<file path="src/rtl/genius_pkg.sv">
// Shared definitions for the Genius memory-game round controller:
// FSM state encoding, colour codes and default timing parameters.
package genius_pkg;

  typedef enum logic [2:0] {
    ST_IDLE,
    ST_SHOW_ON,
    ST_SHOW_OFF,
    ST_WAIT_BTN,
    ST_WAIT_REL,
    ST_NEXT_LEVEL,
    ST_WIN,
    ST_LOSE
  } state_t;

  localparam logic [1:0] COLOUR_0       = 2'd0;
  localparam logic [1:0] COLOUR_1       = 2'd1;
  localparam logic [1:0] COLOUR_2       = 2'd2;
  localparam logic [1:0] COLOUR_INVALID = 2'd3;

  localparam int DEF_ON_TICKS      = 4;
  localparam int DEF_OFF_TICKS     = 2;
  localparam int DEF_TIMEOUT_TICKS = 20;
  localparam int DEF_MAX_LEVEL     = 15;

endpackage

</file>
<file path="src/rtl/genius_btn_edge.sv">
// Player button press detector: keeps the previous button sample and
// reports a new press together with its decoded colour.
module genius_btn_edge
  import genius_pkg::*;
(
  input  logic       clock,
  input  logic       reset,
  input  logic [2:0] i_btn,
  output logic       o_press,
  output logic       o_oneHot,
  output logic [1:0] o_colour
);

  logic [2:0] r_btnPrev;

  always_ff @(posedge clock) begin
    if (reset) begin
      r_btnPrev <= 3'b000;
    end else begin
      r_btnPrev <= i_btn;
    end
  end

  // A press only counts when every button was released the cycle before.
  assign o_press = (i_btn != 3'b000) && (r_btnPrev == 3'b000);

  always_comb begin
    o_oneHot = 1'b1;
    o_colour = COLOUR_INVALID;
    case (i_btn)
      3'b001:  o_colour = COLOUR_0;
      3'b010:  o_colour = COLOUR_1;
      3'b100:  o_colour = COLOUR_2;
      default: o_oneHot = 1'b0;
    endcase
  end

endmodule

</file>
<file path="src/rtl/genius_round_ctrl.sv">
// Genius round controller: shows the colour sequence for the current level,
// then checks the player's presses against it, advancing to WIN or LOSE.
module genius_round_ctrl
  import genius_pkg::*;
#(
  parameter int ON_TICKS      = DEF_ON_TICKS,
  parameter int OFF_TICKS     = DEF_OFF_TICKS,
  parameter int TIMEOUT_TICKS = DEF_TIMEOUT_TICKS,
  parameter int MAX_LEVEL     = DEF_MAX_LEVEL
) (
  input  logic       clock,
  input  logic       reset,
  input  logic       start,
  input  logic       tick,
  input  logic [2:0] btn,
  input  logic [1:0] seq_value,
  output logic [3:0] seq_addr,
  output logic [3:0] level,
  output logic       show_valid,
  output logic [1:0] show_value,
  output logic       busy,
  output logic       win,
  output logic       lose
);

  localparam logic [7:0] ON_LAST      = 8'(ON_TICKS - 1);
  localparam logic [7:0] OFF_LAST     = 8'(OFF_TICKS - 1);
  localparam logic [7:0] TIMEOUT_LAST = 8'(TIMEOUT_TICKS - 1);
  localparam logic [3:0] LEVEL_LAST   = 4'(MAX_LEVEL);

  state_t     r_state;
  state_t     w_nextState;
  logic [7:0] r_timer;
  logic [3:0] r_seqAddr;
  logic [3:0] w_nextAddr;
  logic [3:0] r_level;
  logic [3:0] w_nextLevel;
  logic       r_startPrev;
  logic       w_startEdge;
  logic       w_press;
  logic       w_oneHot;
  logic [1:0] w_colour;

  genius_btn_edge u_btnEdge (
    .clock    (clock),
    .reset    (reset),
    .i_btn    (btn),
    .o_press  (w_press),
    .o_oneHot (w_oneHot),
    .o_colour (w_colour)
  );

  assign w_startEdge = start && !r_startPrev;

  always_comb begin
    w_nextState = r_state;
    w_nextAddr  = r_seqAddr;
    w_nextLevel = r_level;
    case (r_state)
      ST_IDLE, ST_WIN, ST_LOSE: begin
        if (w_startEdge) begin
          w_nextState = ST_SHOW_ON;
          w_nextAddr  = 4'd0;
          w_nextLevel = 4'd0;
        end
      end
      ST_SHOW_ON: begin
        if (tick && r_timer == ON_LAST) w_nextState = ST_SHOW_OFF;
      end
      ST_SHOW_OFF: begin
        if (tick && r_timer == OFF_LAST) begin
          if (r_seqAddr == r_level) begin
            w_nextAddr  = 4'd0;
            w_nextState = ST_WAIT_BTN;
          end else begin
            w_nextAddr  = r_seqAddr + 4'd1;
            w_nextState = ST_SHOW_ON;
          end
        end
      end
      ST_WAIT_BTN: begin
        // A press landing on the final timeout tick still gets judged.
        if (w_press) begin
          w_nextState = (w_oneHot && w_colour == seq_value) ? ST_WAIT_REL : ST_LOSE;
        end else if (tick && r_timer == TIMEOUT_LAST) begin
          w_nextState = ST_LOSE;
        end
      end
      ST_WAIT_REL: begin
        if (btn == 3'b000) begin
          if (r_seqAddr == r_level) begin
            w_nextState = ST_NEXT_LEVEL;
          end else begin
            w_nextAddr  = r_seqAddr + 4'd1;
            w_nextState = ST_WAIT_BTN;
          end
        end
      end
      ST_NEXT_LEVEL: begin
        if (r_level == LEVEL_LAST) begin
          w_nextState = ST_WIN;
        end else begin
          w_nextLevel = r_level + 4'd1;
          w_nextAddr  = 4'd0;
          w_nextState = ST_SHOW_ON;
        end
      end
      default: w_nextState = ST_IDLE;
    endcase
  end

  // The timer restarts on every state change so each phase measures from its entry.
  always_ff @(posedge clock) begin
    if (reset) begin
      r_state     <= ST_IDLE;
      r_timer     <= 8'd0;
      r_seqAddr   <= 4'd0;
      r_level     <= 4'd0;
      r_startPrev <= 1'b0;
    end else begin
      r_state     <= w_nextState;
      r_seqAddr   <= w_nextAddr;
      r_level     <= w_nextLevel;
      r_startPrev <= start;
      if (w_nextState != r_state) begin
        r_timer <= 8'd0;
      end else if (tick && r_timer != 8'hFF) begin
        r_timer <= r_timer + 8'd1;
      end
    end
  end

  assign seq_addr   = r_seqAddr;
  assign level      = r_level;
  assign show_valid = (r_state == ST_SHOW_ON);
  assign show_value = show_valid ? seq_value : COLOUR_0;
  assign busy       = !(r_state == ST_IDLE || r_state == ST_WIN || r_state == ST_LOSE);
  assign win        = (r_state == ST_WIN);
  assign lose       = (r_state == ST_LOSE);

endmodule

</file>
<file path="config.mk">
export PLATFORM = sky130hd
export DESIGN_NAME = genius_round_ctrl
export DESIGN_NICKNAME = d
export VERILOG_FILES = /design/src/rtl/genius_pkg.sv /design/src/rtl/genius_btn_edge.sv /design/src/rtl/genius_round_ctrl.sv
export SDC_FILE = /design/constraint.sdc
export NUM_CORES = 1
export LEC_CHECK = 0
export ABC_AREA = 1
export BUFFER_PORTS_ARGS = -buffer_cell sky130_fd_sc_hd__buf_4
export CAP_MARGIN = 5
export CORE_ASPECT_RATIO = 1.4
export CORE_MARGIN = 1.5
export CORE_UTILIZATION = 51
export CTS_CLUSTER_SIZE = 10
export DETAILED_ROUTE_END_ITERATION = 16
export GPL_TIMING_DRIVEN = 0
export HOLD_SLACK_MARGIN = 0.06
export PLACE_DENSITY = 0.83
export SETUP_SLACK_MARGIN = 0.1
export SYNTH_ARGS = -nofsm -noshare
export SYNTH_HDL_FRONTEND = slang
export SYNTH_SLANG_ARGS = --single-unit
</file>
<file path="constraint.sdc">
create_clock -name clock -period 3.7 [get_ports clock]
set_input_delay 0.555 -clock clock [delete_from_list [all_inputs] [get_ports clock]]
set_output_delay 0.555 -clock clock [all_outputs]
set_load 0.03 [all_outputs]
</file>
# Word-level counts from Yosys, hierarchy flattened
# Cells that the tools add are included.
[classes]
eq_ne = 23
muxes = 23
n_addsub = 3
reduce_logical = 22
[ops]
columns = ["op", "n"]
rows = [
  ["$mux W4", 7],
  ["$mux W3", 8],
  ["$pmux W3 S6", 1],
  ["$pmux W4 S4", 1],
  ["$eq A3 B3 Y1 const B", 5],
  ["$ne A2 B2 Y1 const B", 5],
  ["$eq A3 B2 Y1 const B", 3],
  ["$logic_not A3 Y1", 3],
  ["$add A4 B1 Y4 const B", 2],
  ["$add A8 B1 Y8 const B", 1],
  ["$eq A8 B1 Y1 const B", 1],
  ["$eq A8 B2 Y1 const B", 1],
  ["$eq A8 B5 Y1 const B", 1],
  ["$ne A8 B8 Y1 const B", 1],
  ["$pmux W4 S2", 1],
  ["$logic_and A1 B1 Y1", 7],
  ["$eq A3 B1 Y1 const B", 2],
  ["$mux W2", 3],
  ["$pmux W2 S3", 1],
  ["$reduce_and A6 Y1", 1],
  ["$reduce_or A3 Y1", 2],
  ["$eq A4 B4 Y1", 1],
  ["$eq A4 B4 Y1 const B", 1],
  ["$reduce_bool A4 Y1", 1],
  ["9 further kinds", 11],
]
[word_totals]
out_inout_bits = 14
register_bits = 23
inputBits = 9
elab_cells = 77

# Longest topological paths before layout
[depth]
ltp_word = 9
ltp_mapped = 13
ltp_nobuf = 13

# Cells and area by module
# A second synthesis with hierarchy kept.
[unflattened]
cells_unflattened = 252
hier_area_um2 = 1580.3
[modules_own_cells]
columns = ["module", "seq_area_each_um2", "instances", "area_each_um2", "cells_each"]
rows = [
  ["genius_round_ctrl", 400.4, 1, 1432.6, 231],
  ["genius_btn_edge", 60.1, 1, 147.6, 21],
]

# Worst setup path before layout
# No wires, ideal clock.
[synth_timing]
kind = "register to register"
start = "register r_level[0], in the netlist level[0]"
end = "register r_seqAddr[2], in the netlist seq_addr[2]"
synth_period_minus_slack_ps = 1764
n_path_buf = 0
path_stages_with_launch = 11
setup_slack_ps = 1936
setup_time_ps = 115
t_required_ps = 3585
t_arrival_ps = 1649
path_cell_list = "dfxtp_1 > ha_1 > nand3_1 > nand3b_1 > inv_1 > nor2_1 > nand3_4 > inv_1 > nand2_1 > nand2_1 > and3_1"
[synth_via]
elab_chain_cells = 4
word_cells_on_any_way = 8
cone_classes = "eq/ne (4); mux (3); reduce/logical (1)"
[synth_rtl]
columns = ["item", "line", "source"]
rows = [
  ["from (decl)", "genius_round_ctrl.sv:36", "logic [3:0] r_level;"],
  ["from (signal assigned)", "genius_round_ctrl.sv:123", "r_level <= w_nextLevel;"],
  ["$eq A4 B4 Y1", "genius_round_ctrl.sv:72, genius_round_ctrl.sv:91", ""],
  ["$mux W4", "genius_round_ctrl.sv:72", "if (r_seqAddr == r_level) begin"],
  ["$mux W4", "genius_round_ctrl.sv:71", "if (tick && r_timer == OFF_LAST) begin"],
  ["$pmux W4 S4", "genius_round_ctrl.sv:59", "case (r_state)"],
  ["to (signal assigned)", "genius_round_ctrl.sv:122", "r_seqAddr <= w_nextAddr;"],
  ["to (decl)", "genius_round_ctrl.sv:34", "logic [3:0] r_seqAddr;"],
]
# Parallel ways exist; a longest one is shown, timed or not. The select of a mux whose other input is x is not followed.
# A chain may end at the register's enable or synchronous reset.

# Final worst setup path
[layout_timing]
start = "register r_state[0]"
end = "output show_value[0]"
[layout_via]
elab_chain_cells = 2
[layout_rtl]
columns = ["item", "line", "source"]
rows = [
  ["from (decl)", "genius_round_ctrl.sv:31", "state_t r_state;"],
  ["from (signal assigned)", "genius_round_ctrl.sv:121", "r_state <= w_nextState;"],
  ["$eq A3 B1 Y1", "genius_round_ctrl.sv:135", "assign show_valid = (r_state == ST_SHOW_ON);"],
  ["$mux W2", "genius_round_ctrl.sv:136", "assign show_value = show_valid ? seq_value : COLOUR_0;"],
  ["to (decl)", "genius_round_ctrl.sv:20", "output logic [1:0] show_value,"],
]
# Every way passes these cells.

==> flow_summary.toml <==
[status]
status = "finished clean"

[logic_synthesis]
synth.area.top_cells = "dfxtp_1, nand2_1, nor2_1"
syn-num-nets = 255
ys_seq_elements = 23
synth.top_cell.area_share = 0.3031
synth-edff-count = 0
syn_avg_cell_area_sq_um = 6.303
ys.flop_type = "dfxtp_1"
yosys_warnings = 0
ys_seq_area_frac = 0.3031
synthesis.area_sq_um = 1519
ys_types = 28
async_flop_share = 0
yosys.area.top_type = "dfxtp_1"
syn_inst = 241

[sta]
max_slew.worst_pin.slew_ps = 461.3
skew_ps = 4.066
setup_viol = 0
fmax_mhz = 519.6
rsz0062_at_grt = "false"
hold_viol_final = 0
slew_violations = 0
slew_headroom = 0.6925
period_needed_ps = 1925
setup_ws_ps = 1775
period_share = 0.5202
tns_ps = 0

[worst_hold_path]
hold_start = "start"
hold_depth = 3
min_delay_worst_endpoint = "r_startPrev"
hold_path.class = "in -> reg"

[placement]
pre_cts_slack_ps = 1778
place_congestion = 0.8771
hpwl_um = 2507
place_area_sq_um = 1730
port_buffers = 22

[routing]
via_per_inst = 4.928
antenna_left = 0
dr.pass1.iters = 4
drt_iter0_drc = 18
num_vias = 1498
remaining_drc_errors = 0
finalWirelength_um = 3137
wl_per_cell_um = 10.32

[layout]
diodes = 0
final_area_sq_um = 1775
area_growth_pct = 16.89
drive_gt1_frac = 0.1498
multiInputGateArea_sq_um = 900.9
fillers = 285
nets = 282
regArea_sq_um = 460.4
utilization = 0.6232

[worst_setup_path]
crit_fanout = 6
crit_chain = "inv_2, nor2_4, nand2_4, nor2_1, buf_4"
cp.depth = 5
cp-end-kind = "primary output"
r2r-end = "seq_addr[3]"
cp.required_ps = 3140
critical_path_class = "reg -> out"
crit_path_start_kind = "flip-flop"
max_stage_delay_ps = 480
arrival_ps = 1370
reg2reg_slack_ps = 1790
path_buf_inv = 2
r2r_start = "r_state[1]"
crit_family = "flip-flops"
ff2ff_path_depth = 10
cp_slowest_cell = "dfxtp_1"

[die]
rows = 23
start_util = 0.5332
die_x_um = 49.13
core_sq_um = 2849
die_area_sq_um = 3319
dieHeight_um = 67.57
io_pins = 23

[global_route]
antenna_found_initial = 0
globalRouteOverflowTotal = 0
grt_max_degree = 13
globalRouteTotalUtil = 0.2029
grt_pass1_vias = 1333
grt_pass1_wl_um = 5181

[clocking]
cts_resized = 0
insertion_delay_ps = 260
clock-sinks = 23
cts-root-buf = "clkbuf_8"
post_cts_buffers = 0
tritoncts = "built"
h-tree-depth = 1
hold_buffers = 0
numCtsBuffers = 3
cts.path.max_buffers = 2
path_clk_slew_ps = 80

[power_and_ir_drop]
seqPwrFrac = 0.306
combPwrFrac = 0.555
power_density_nw_per_um2 = 629.9
clkPwrFrac = 0.139
switchingPower_w = 0.0005401
swShare = 0.4830
peakVddDrop_mv = 0.3316
power_leakage_nw = 0.8619
p_int_w = 0.0005782
fin_total_pwr_w = 0.001118

[flow_run]
maxCapViolCount = 0
-- cells in the mapped netlist, types with 3 or more instances --
| cell type | count |
|---|---|
| nor2_1 | 40 |
| nor3_2 | 3 |
| nor3_1 | 8 |
| a21oi_1 | 8 |
| o21ai_0 | 3 |
| ha_1 | 5 |
| inv_2 | 3 |
| nand3_1 | 20 |
| a211oi_1 | 3 |
| dfxtp_1 | 23 |
| nand2_1 | 61 |
| inv_1 | 38 |
| xor2_1 | 6 |
-- metal layers --
metal / track usage / vias up / part of all wire
met5: 0 / - / 0
met2: 0.4105 / 18 / 0.54
met4: 0.1143 / 0 / 0.029
li1: - / 811 / -
met3: 0.02876 / 7 / 0.018
met1: 0.1932 / 662 / 0.42
-- tightest hold or removal path: cells and delay by family --
family        cells  cell delay (ps)
buf+inv           2              110
simple gates      1               70
-- power by group through the flow --
stage / Sequential (W) / Clock (W) / Combinational (W)
finish: 0.000342 / 0.000155 / 0.000621
global route: 0.000349 / 0.000172 / 0.000693
CTS: 0.000343 / 0.000161 / 0.000624
detailed placement: 0.000348 / 0 / 0.000622
global placement: 0.000346 / 0 / 0.000616
floorplan: 0.000369 / 0 / 0.000447
-- how the worst max path moves through the flow --
stage          slack [ps]        from             to
2_1_floorplan        1940    level[0]    seq_addr[2]
3_3_place_gp         1800      btn[2]     r_timer[5]
3_5_place_dp         1780      btn[1]     r_timer[4]
4_1_cts              1770  r_state[0]  show_value[0]
5_1_grt              1610  r_state[0]       level[3]
6_report             1780  r_state[0]  show_value[0]
-- per-stage QoR --
stage | hold slack (ps) | instances
floorplan | 516.3 | 241
CTS | 500.2 | 304
finish | 503.0 | 304
global placement | 530.1 | 300
global route | 522.0 | 304
detailed placement | 537.8 | 300
-- kinds of logic after synthesis --
group / Yosys count / synth area share
compound gates: 18 / 0.06919
simple gates: 146 / 0.4423
xor+xnor: 7 / 0.04036
fa+ha+maj: 5 / 0.04119
buf+inv: 42 / 0.1038
flops: 23 / 0.3031
-- cell usage in the layout, fill, tap and decap left out --
cell type / instances
a31oi_1: 1
nor2_2: 2
buf_4: 22
nor2_4: 1
o21ai_2: 1
nand3_4: 1
nor2_1: 40
nand3_2: 2
o21ai_0: 3
clkbuf_8: 3
and2_1: 1
o21ai_1: 1
nor3_1: 8
ha_1: 5
a21oi_1: 8
nand3b_1: 1
xor2_1: 6
inv_1: 38
nand3_1: 20
nor3_2: 3
o211ai_1: 1
and3_1: 2
a211oi_1: 3
xnor2_1: 1
clkbuf_1: 2
inv_2: 3
dfxtp_1: 23
nand2_4: 2
nand2_1: 61
nand4_1: 2
-- sequential cells by signal (all words and copies together) (netlist names) --
| register | flops |
|---|---|
| r_state | 3 |
| u_btnEdge.r_btnPrev | 3 |
| r_timer | 8 |
| seq_addr | 4 |
| level | 4 |
| r_startPrev | 1 |
-- final cells by class --
| class | count | area share |
|---|---|---|
| plain buffers | 1 | 0.002114 |
| inverters | 41 | 0.08668 |
| well taps | 37 | 0.02607 |
| repair buffers | 22 | 0.09302 |
| clock buffers | 4 | 0.02537 |
| multi-input cells | 176 | 0.5074 |
| flip-flops and latches | 23 | 0.2593 |
(Power assumes the default switching activity.)
